<file path="config.mk">
export PLATFORM = sky130hd
export DESIGN_NAME = bus_arbiter
export DESIGN_NICKNAME = d
export VERILOG_FILES = /design/src/rtl/bus_arbiter.sv
export SDC_FILE = /design/constraint.sdc
export NUM_CORES = 1
export LEC_CHECK = 0
export ABC_CLOCK_PERIOD_IN_PS = 2000
export CAP_MARGIN = 0
export CORE_MARGIN = 2
export CORE_UTILIZATION = 35
export DETAILED_ROUTE_END_ITERATION = 7
export GPL_ROUTABILITY_DRIVEN = 0
export GPL_TIMING_DRIVEN = 0
export MAX_ROUTING_LAYER = met4
export PLACE_DENSITY = 0.53
export SYNTH_ARGS = -nofsm -noshare
export SYNTH_HDL_FRONTEND = slang
export SYNTH_SLANG_ARGS = --single-unit
export TNS_END_PERCENT = 30
</file>
<file path="constraint.sdc">
create_clock -name clk -period 2 [get_ports clk]
set_clock_uncertainty 0.2 [all_clocks]
set_input_delay 0.4 -clock clk [delete_from_list [all_inputs] [get_ports clk]]
set_output_delay 0.4 -clock clk [all_outputs]
set_load 0.01 [all_outputs]
</file>
<file path="src/rtl/bus_arbiter.sv">
// Two-master round-robin arbiter for the shared serial bus, with hold timeout.
// state   | meaning
// IDLE    | bus free, arbitrating pending requests
// OWNED   | one master holds the grant, hold counter running
// RELEASE | single turnaround cycle, no grant, busy still high
module bus_arbiter #(
    parameter int TIMEOUT_CYCLES = 256,
    parameter int CNT_WIDTH      = 12
) (
    input  logic       clk,
    input  logic       reset,
    input  logic [1:0] approval_request,
    input  logic [1:0] tx_done,
    input  logic [1:0] m0_slave_select,
    input  logic [1:0] m1_slave_select,
    output logic [1:0] approval_grant,
    output logic       busy,
    output logic       bus_owner,
    output logic [3:0] slave_enable,
    output logic       timeout
);

    typedef enum logic [1:0] {
        IDLE    = 2'd0,
        OWNED   = 2'd1,
        RELEASE = 2'd2
    } state_t;

    localparam logic [CNT_WIDTH-1:0] CNT_LAST = CNT_WIDTH'(TIMEOUT_CYCLES - 1);

    state_t               state_q, state_d;
    logic [1:0]           grant_q, grant_d;
    logic                 busy_q, busy_d;
    logic                 owner_q, owner_d;
    logic [3:0]           slave_en_q, slave_en_d;
    logic                 timeout_q, timeout_d;
    logic [CNT_WIDTH-1:0] cnt_q, cnt_d;
    logic                 rr_ptr_q, rr_ptr_d;

    logic       winner;
    logic [1:0] winner_sel;
    logic       owner_done;
    logic       owner_req;
    logic       hold_expired;

    always_comb begin
        winner       = (approval_request == 2'b11) ? rr_ptr_q : approval_request[1];
        winner_sel   = winner ? m1_slave_select : m0_slave_select;
        owner_done   = tx_done[owner_q];
        owner_req    = approval_request[owner_q];
        hold_expired = (cnt_q == CNT_LAST);
    end

    always_comb begin
        state_d    = state_q;
        grant_d    = grant_q;
        busy_d     = busy_q;
        owner_d    = owner_q;
        slave_en_d = slave_en_q;
        timeout_d  = 1'b0;
        cnt_d      = cnt_q;
        rr_ptr_d   = rr_ptr_q;

        case (state_q)
            IDLE: begin
                grant_d    = 2'b00;
                busy_d     = 1'b0;
                slave_en_d = 4'b0000;
                if (|approval_request) begin
                    state_d    = OWNED;
                    owner_d    = winner;
                    grant_d    = {winner, ~winner};
                    busy_d     = 1'b1;
                    slave_en_d = 4'b0001 << winner_sel;
                    cnt_d      = '0;
                end
            end
            OWNED: begin
                if (owner_done || !owner_req || hold_expired) begin
                    state_d    = RELEASE;
                    grant_d    = 2'b00;
                    slave_en_d = 4'b0000;
                    busy_d     = 1'b1;
                    rr_ptr_d   = ~owner_q;
                    // completion and abort both take precedence over the timeout
                    timeout_d  = !owner_done && owner_req && hold_expired;
                end else if (cnt_q != '1) begin
                    cnt_d = cnt_q + 1'b1;
                end
            end
            RELEASE: begin
                state_d    = IDLE;
                grant_d    = 2'b00;
                slave_en_d = 4'b0000;
                busy_d     = 1'b0;
            end
            default: begin
                state_d    = IDLE;
                grant_d    = 2'b00;
                slave_en_d = 4'b0000;
                busy_d     = 1'b0;
            end
        endcase
    end

    always_ff @(posedge clk) begin
        if (reset) begin
            state_q    <= IDLE;
            grant_q    <= 2'b00;
            busy_q     <= 1'b0;
            owner_q    <= 1'b0;
            slave_en_q <= 4'b0000;
            timeout_q  <= 1'b0;
            cnt_q      <= '0;
            rr_ptr_q   <= 1'b0;
        end else begin
            state_q    <= state_d;
            grant_q    <= grant_d;
            busy_q     <= busy_d;
            owner_q    <= owner_d;
            slave_en_q <= slave_en_d;
            timeout_q  <= timeout_d;
            cnt_q      <= cnt_d;
            rr_ptr_q   <= rr_ptr_d;
        end
    end

    assign approval_grant = grant_q;
    assign busy           = busy_q;
    assign bus_owner      = owner_q;
    assign slave_enable   = slave_en_q;
    assign timeout        = timeout_q;

endmodule

</file>
==> results of run 1 <==
cells in the final DEF, fill, tap and decap left out, types with 4 or more instances in the layout:
master and n:
nand2_1 10, nor2_1 9, nand3_1 5, o21ai_0 4
a21oi_1 14, nand2b_1 5, dfxtp_1 22, clkbuf_4 4
clkdlybuf4s50_1 16, a31oi_1 4, nand4_1 4
cell families after synthesis:
| family | after synthesis | synth area share |
|---|---|---|
| adder cells (fa/ha/maj) | 1 | 0.00975 |
| buffers and inverters | 8 | 0.0312 |
| AND/OR/NAND/NOR | 62 | 0.302 |
| multiplexers | 2 | 0.0156 |
| flip-flops | 24 | 0.375 |
| AO/OA/AOI/OAI | 49 | 0.266 |
Yosys cell counts, types with 3 or more instances:
| master | n | share of area |
|---|---|---|
| a21oi_1 | 14 | 0.055 |
| o21ai_0 | 4 | 0.016 |
| and2_1 | 3 | 0.015 |
| nor2_1 | 9 | 0.026 |
| nand4_1 | 4 | 0.020 |
| or2_2 | 3 | 0.015 |
| nand3_1 | 5 | 0.020 |
| dfxtp_1 | 24 | 0.37 |
| o21ai_1 | 3 | 0.012 |
| o31ai_1 | 3 | 0.018 |
| or3_1 | 3 | 0.015 |
| a31oi_1 | 4 | 0.020 |
| nand2b_1 | 5 | 0.024 |
| nand2_1 | 10 | 0.029 |
through the flow:
| stage | power [mW] | cells | instance area (um^2) | setup slack (ps) | util |
|---|---|---|---|---|---|
| after floorplan | 0.643 | 146 | 1280 | 194 | - |
| after global placement | 0.716 | 209 | 1510 | -341 | 0.442 |
| after detailed placement | 0.716 | 209 | 1510 | -366 | 0.442 |
| after CTS | 0.938 | 213 | 1570 | 1.25 | 0.460 |
| after global routing | 0.990 | 214 | 1600 | -66.7 | 0.468 |
| final | 0.929 | 214 | 1600 | 30.7 | 0.468 |
report_power, final:
part           internal [mW]  switching (mW)
clock network         0.0704           0.145
logic                 0.0932           0.108
registers              0.496          0.0159
worst max path at each step:
| stage | from | slack (ps) | cells past startpoint | endpoint |
|---|---|---|---|---|
| floorplan | cnt_q[0] | 190 | 7 | cnt_q[9] |
| global placement | approval_request[0] | -340 | 6 | cnt_q[6] |
| finish | approval_request[0] | 30 | 6 | cnt_q[6] |
| CTS | cnt_q[8] | 1 | 6 | cnt_q[9] |
| detailed placement | approval_request[0] | -370 | 6 | cnt_q[6] |
| global route | cnt_q[1] | -70 | 7 | cnt_q[9] |
flip-flops by register name (all words and copies together), names as in the netlist:
signal	cells
approval_grant	2
bus_owner	1
busy	1
cnt_q	12
rr_ptr_q	1
slave_enable	4
state_q	2
timeout	1
cell type report:
cell class                      instances  area (um^2)
Tap cell                               46         57.6
Clock buffer                            3         22.5
Inverter                                2         7.51
Buffer                                  6         35.0
Fill cell                             369         1820
Sequential cell                        24          485
Multi-Input combinational cell        114          802
Timing Repair Buffer                   19          188
layer usage:
layer | wire, um | GRT usage | share of wire | up-vias
met5 | 0 | - | 0 | -
met4 | 18 | 0.0293 | 0.0059 | 0
met1 | 1490 | 0.208 | 0.49 | 555
met2 | 1430 | 0.281 | 0.47 | 21
met3 | 102 | 0.0399 | 0.033 | 2
li1 | - | - | - | 596
repair_timing:
item,in CTS,in global routing
pin swaps,0,2
setup buffers,1,1
setup endpoints to repair,3,13
resized for setup,9,7
hold buffers,0,0
critical path: stages:
cell	delay, ps
clkdlybuf4s50_1	530
nor3b_4	220
o21ai_2	130
o21bai_4	220
o31a_1	280
a311oi_1	230
==> flow_metrics.tcl, run 1 <==
set metrics [dict create \
    dieArea_um2 4160 \
    hold_depth 2 \
    diodes 0 \
    wire_per_inst_um 14.2 \
    crit_type "primary input to register" \
    p_leak_nw 0.545 \
    drv_cap 0 \
    yosysUniqueCellTypes 54 \
    crit_fanout 5 \
    crit_path_end_kind "register" \
    antenna_found_initial 0 \
    reg2reg_depth 7 \
    coreArea_um2 3420 \
    synth_seq_area_share 0.375 \
    die_h_um 64.5 \
    synthCells 146 \
    cts_tree "done" \
    clockRootBuffer "clkbuf_4" \
    nNetsFinal 181 \
    fmax_mhz 508 \
    viasPerCell 5.49 \
    layout-drive-gt1-share 0.185 \
    grt_pass1_vias 1144 \
    syn_area_per_cell_um2 8.78 \
    hold_viol 0 \
    drt-initial-drc-count 71 \
    die_w_um 64.5 \
    grt_pass1_wl_mm 5.31 \
    ir_drop_uv 413 \
    drt_pass1_iterations 4 \
    async_reset_ff_frac 0 \
    grt_use_total 0.167 \
    outcome "finished, final reports clean" \
    grt_max_degree 13 \
    area_growth_pct 24.6 \
    r2r-end "cnt_q[9]" \
    startpoint_type "primary input" \
    clk_latency_ps 320 \
    p_per_area_nw_per_um2 581 \
    start_util 0.375 \
    hp-class "register to register" \
    setup_viol 0 \
    finalSetupTns_ps 0 \
    io_pins 19 \
    synth_edf_count 0 \
    port_buffers 17 \
    vias 1174 \
    yosysWarnings 0 \
    synth_flop_cell "dfxtp_1" \
    tightest_slew_ps 515 \
    rsz0062_at_grt "true" \
    regToRegSetupSlack_ps 30 \
    syn_nets 157 \
    period_share 0.985 \
    crit_arrival_ps 2010 \
    clockBufferDepth 2 \
    mappedNetlistArea_um2 1280 \
    slew_viol_final 0 \
    drc_errors 0 \
    required_ps 2040 \
    grt-ovfl-total 0 \
    rows 21 \
    min_to "slave_enable[3]" \
    htree_num_levels 1 \
    clock-sinks 24 \
    min_from "slave_enable[3]" \
    hold_ws_ps 269 \
    cts-buffers-inserted 3 \
    reg2reg_from "cnt_q[1]" \
    clk_pin_slew_ps 140 \
    ant_nets 0 \
    ys_seq_elements 24 \
    period_needed_ps 1970 \
    dp_hpwl_mm 2.25 \
    max-slew-margin-rel 0.657 \
    drt_wl_total_mm 3.05 \
]
(Power assumes the default switching activity.)
==> inputs of run 2 (changes only) <==
- ABC_CLOCK_PERIOD_IN_PS: 2000 -> 1900
- CORE_UTILIZATION: 35 -> 45
- PLACE_DENSITY: 0.53 -> 0.65
- clock period: 2 -> 1.9 ns (I/O delays scaled with it)
==> flow_metrics.tcl, run 2 (synthesis gave the netlist of run 1 again) <==
set metrics [dict create \
    clockBufferDepth 2 \
    cts_hold_buffers 0 \
    startpoint_type "register" \
    crit_type "register to register" \
    rsz0062_at_grt "true" \
    clkPwrFrac 0.322 \
    htree_num_levels 1 \
    rows 19 \
    grt_max_degree 15 \
    clk_latency_ps 320 \
    setup_viol 0 \
    tightest_slew_ps 548 \
    start_util 0.469 \
    clk_pin_slew_ps 140 \
    crit_fanout 10 \
    startpoint "cnt_q[7]" \
    final_cell_mix "dfxtp_1 (17), a21oi_1 (13), clkdlybuf4s50_1 (13), buf_4 (13), nand2_1 (10)" \
    multi_input_area_um2 910 \
    regToRegSetupSlack_ps 30 \
    wire_per_inst_um 17.2 \
    period_needed_ps 1870 \
    die_w_um 57.4 \
    crit_path_end_kind "register" \
    port_buffers 17 \
    layout-drive-gt1-share 0.311 \
    seq_power_share 0.460 \
    area_growth_pct 40.7 \
    top_register "cnt_q" \
    drt_wl_total_mm 3.62 \
    grt_use_total 0.217 \
    p_per_area_nw_per_um2 651 \
    post_dp_cell_area_um2 1490 \
    dp_hpwl_mm 2.27 \
    ant_nets 0 \
    p_leak_nw 0.652 \
    drc_errors 0 \
    slew_viol_final 0 \
    final_util 0.660 \
    reg2reg_from "cnt_q[7]" \
    nNetsFinal 192 \
    min_from "reset" \
    largest_register_ff_count 12 \
    drt-initial-drc-count 64 \
    grt-ovfl-total 0 \
    drt_pass1_iterations 4 \
    p_switching_uw 320 \
    grt_pass1_vias 1182 \
    p_comb_frac 0.217 \
    grt_pass1_wl_mm 5.46 \
    period_share 0.984 \
    cts-buffers-inserted 3 \
    max-slew-margin-rel 0.635 \
    coreArea_um2 2730 \
    n_fill_cell 229 \
    dieArea_um2 3290 \
    io_pins 19 \
    cts_tree "done" \
    antenna_found_initial 0 \
    fin_area_um2 1800 \
    internal-power_uw 855 \
    outcome "finished, final reports clean" \
    clock-sinks 24 \
    fmax_mhz 535 \
    required_ps 1940 \
    clockRootBuffer "clkbuf_4" \
    die_h_um 57.4 \
    viasPerCell 6.13 \
    crit_arrival_ps 1910 \
    diodes 0 \
    hold_viol 0 \
    drv_cap 0 \
    switching_share 0.272 \
    vias 1294 \
    ir_drop_uv 601 \
    hp-class "primary input to register" \
    layout.cells.most_common "dfxtp_1" \
    regArea_um2 494 \
]
[run 2: cell types whose count changed in the layout (fill, tap and decap cells not counted), sizes merged]
cell           change
nor2b              +1
dlygate4sd2        +1
clkbuf             -1
bufinv             +1
clkdlybuf4s50      -3
buf               +11
dlymetal6s2s       +2
[run 2: metal layers]
layer | share of wire | global-route usage | wire length, um | up-vias
li1 | - | - | - | 621
met1 | 0.45 | 0.268 | 1620 | 623
met2 | 0.50 | 0.360 | 1810 | 41
met3 | 0.035 | 0.0454 | 128 | 9
met4 | 0.016 | 0.0532 | 59 | 0
met5 | 0 | - | 0 | -
[run 2: power groups by stage]
stage / Clock, mW / Sequential [mW] / Combinational (mW)
after detailed placement: 0 / 0.551 / 0.204
final: 0.378 / 0.541 / 0.255
after CTS: 0.388 / 0.540 / 0.212
after floorplan: 0 / 0.554 / 0.124
after global routing: 0.407 / 0.543 / 0.277
after global placement: 0 / 0.551 / 0.200
[run 2: final timing paths]
check | end | cells past startpoint
worst min register to register | approval_grant[1] | 2
worst max-delay path | cnt_q[2] | 6
worst max register to register | cnt_q[2] | 6
worst min-delay path | cnt_q[10] | 3
[run 2: critical path, stage by stage (launching register included)]
cell,delay (ps)
dfxtp_2,360
buf_6,140
nand4_1,170
or2_4,310
a21oi_4,270
nor2_2,70
a311oi_1,250
[run 2: final cells by class]
cell class | instances | share of cell area
Timing Repair Buffer | 30 | 0.152
Inverter | 2 | 0.00416
Clock buffer | 3 | 0.0125
Sequential cell | 24 | 0.274
Multi-Input combinational cell | 115 | 0.504
Tap cell | 31 | 0.0215
Clock inverter | 1 | 0.0166
Buffer | 5 | 0.0153
[run 2: timing repair]
action                                  4_1_cts  5_1_grt
endpoints found under the setup margin       12       17
gates cloned                                  0        1
setup buffers                                 3       10
resized for setup                            14       32
pin swaps                                     4       16
[run 2: stage by stage]
step	power, mW	hold WS (ps)	setup WS, ps	TNS, ps	std cells
floorplan	0.677	251	93.8	0	146
global route	1.23	250	-66.9	-106	211
CTS	1.14	236	-8.99	-26.3	201
global placement	0.751	245	-417	-5690	194
finish	1.17	241	30.4	0	211
detailed placement	0.755	254	-457	-6150	194
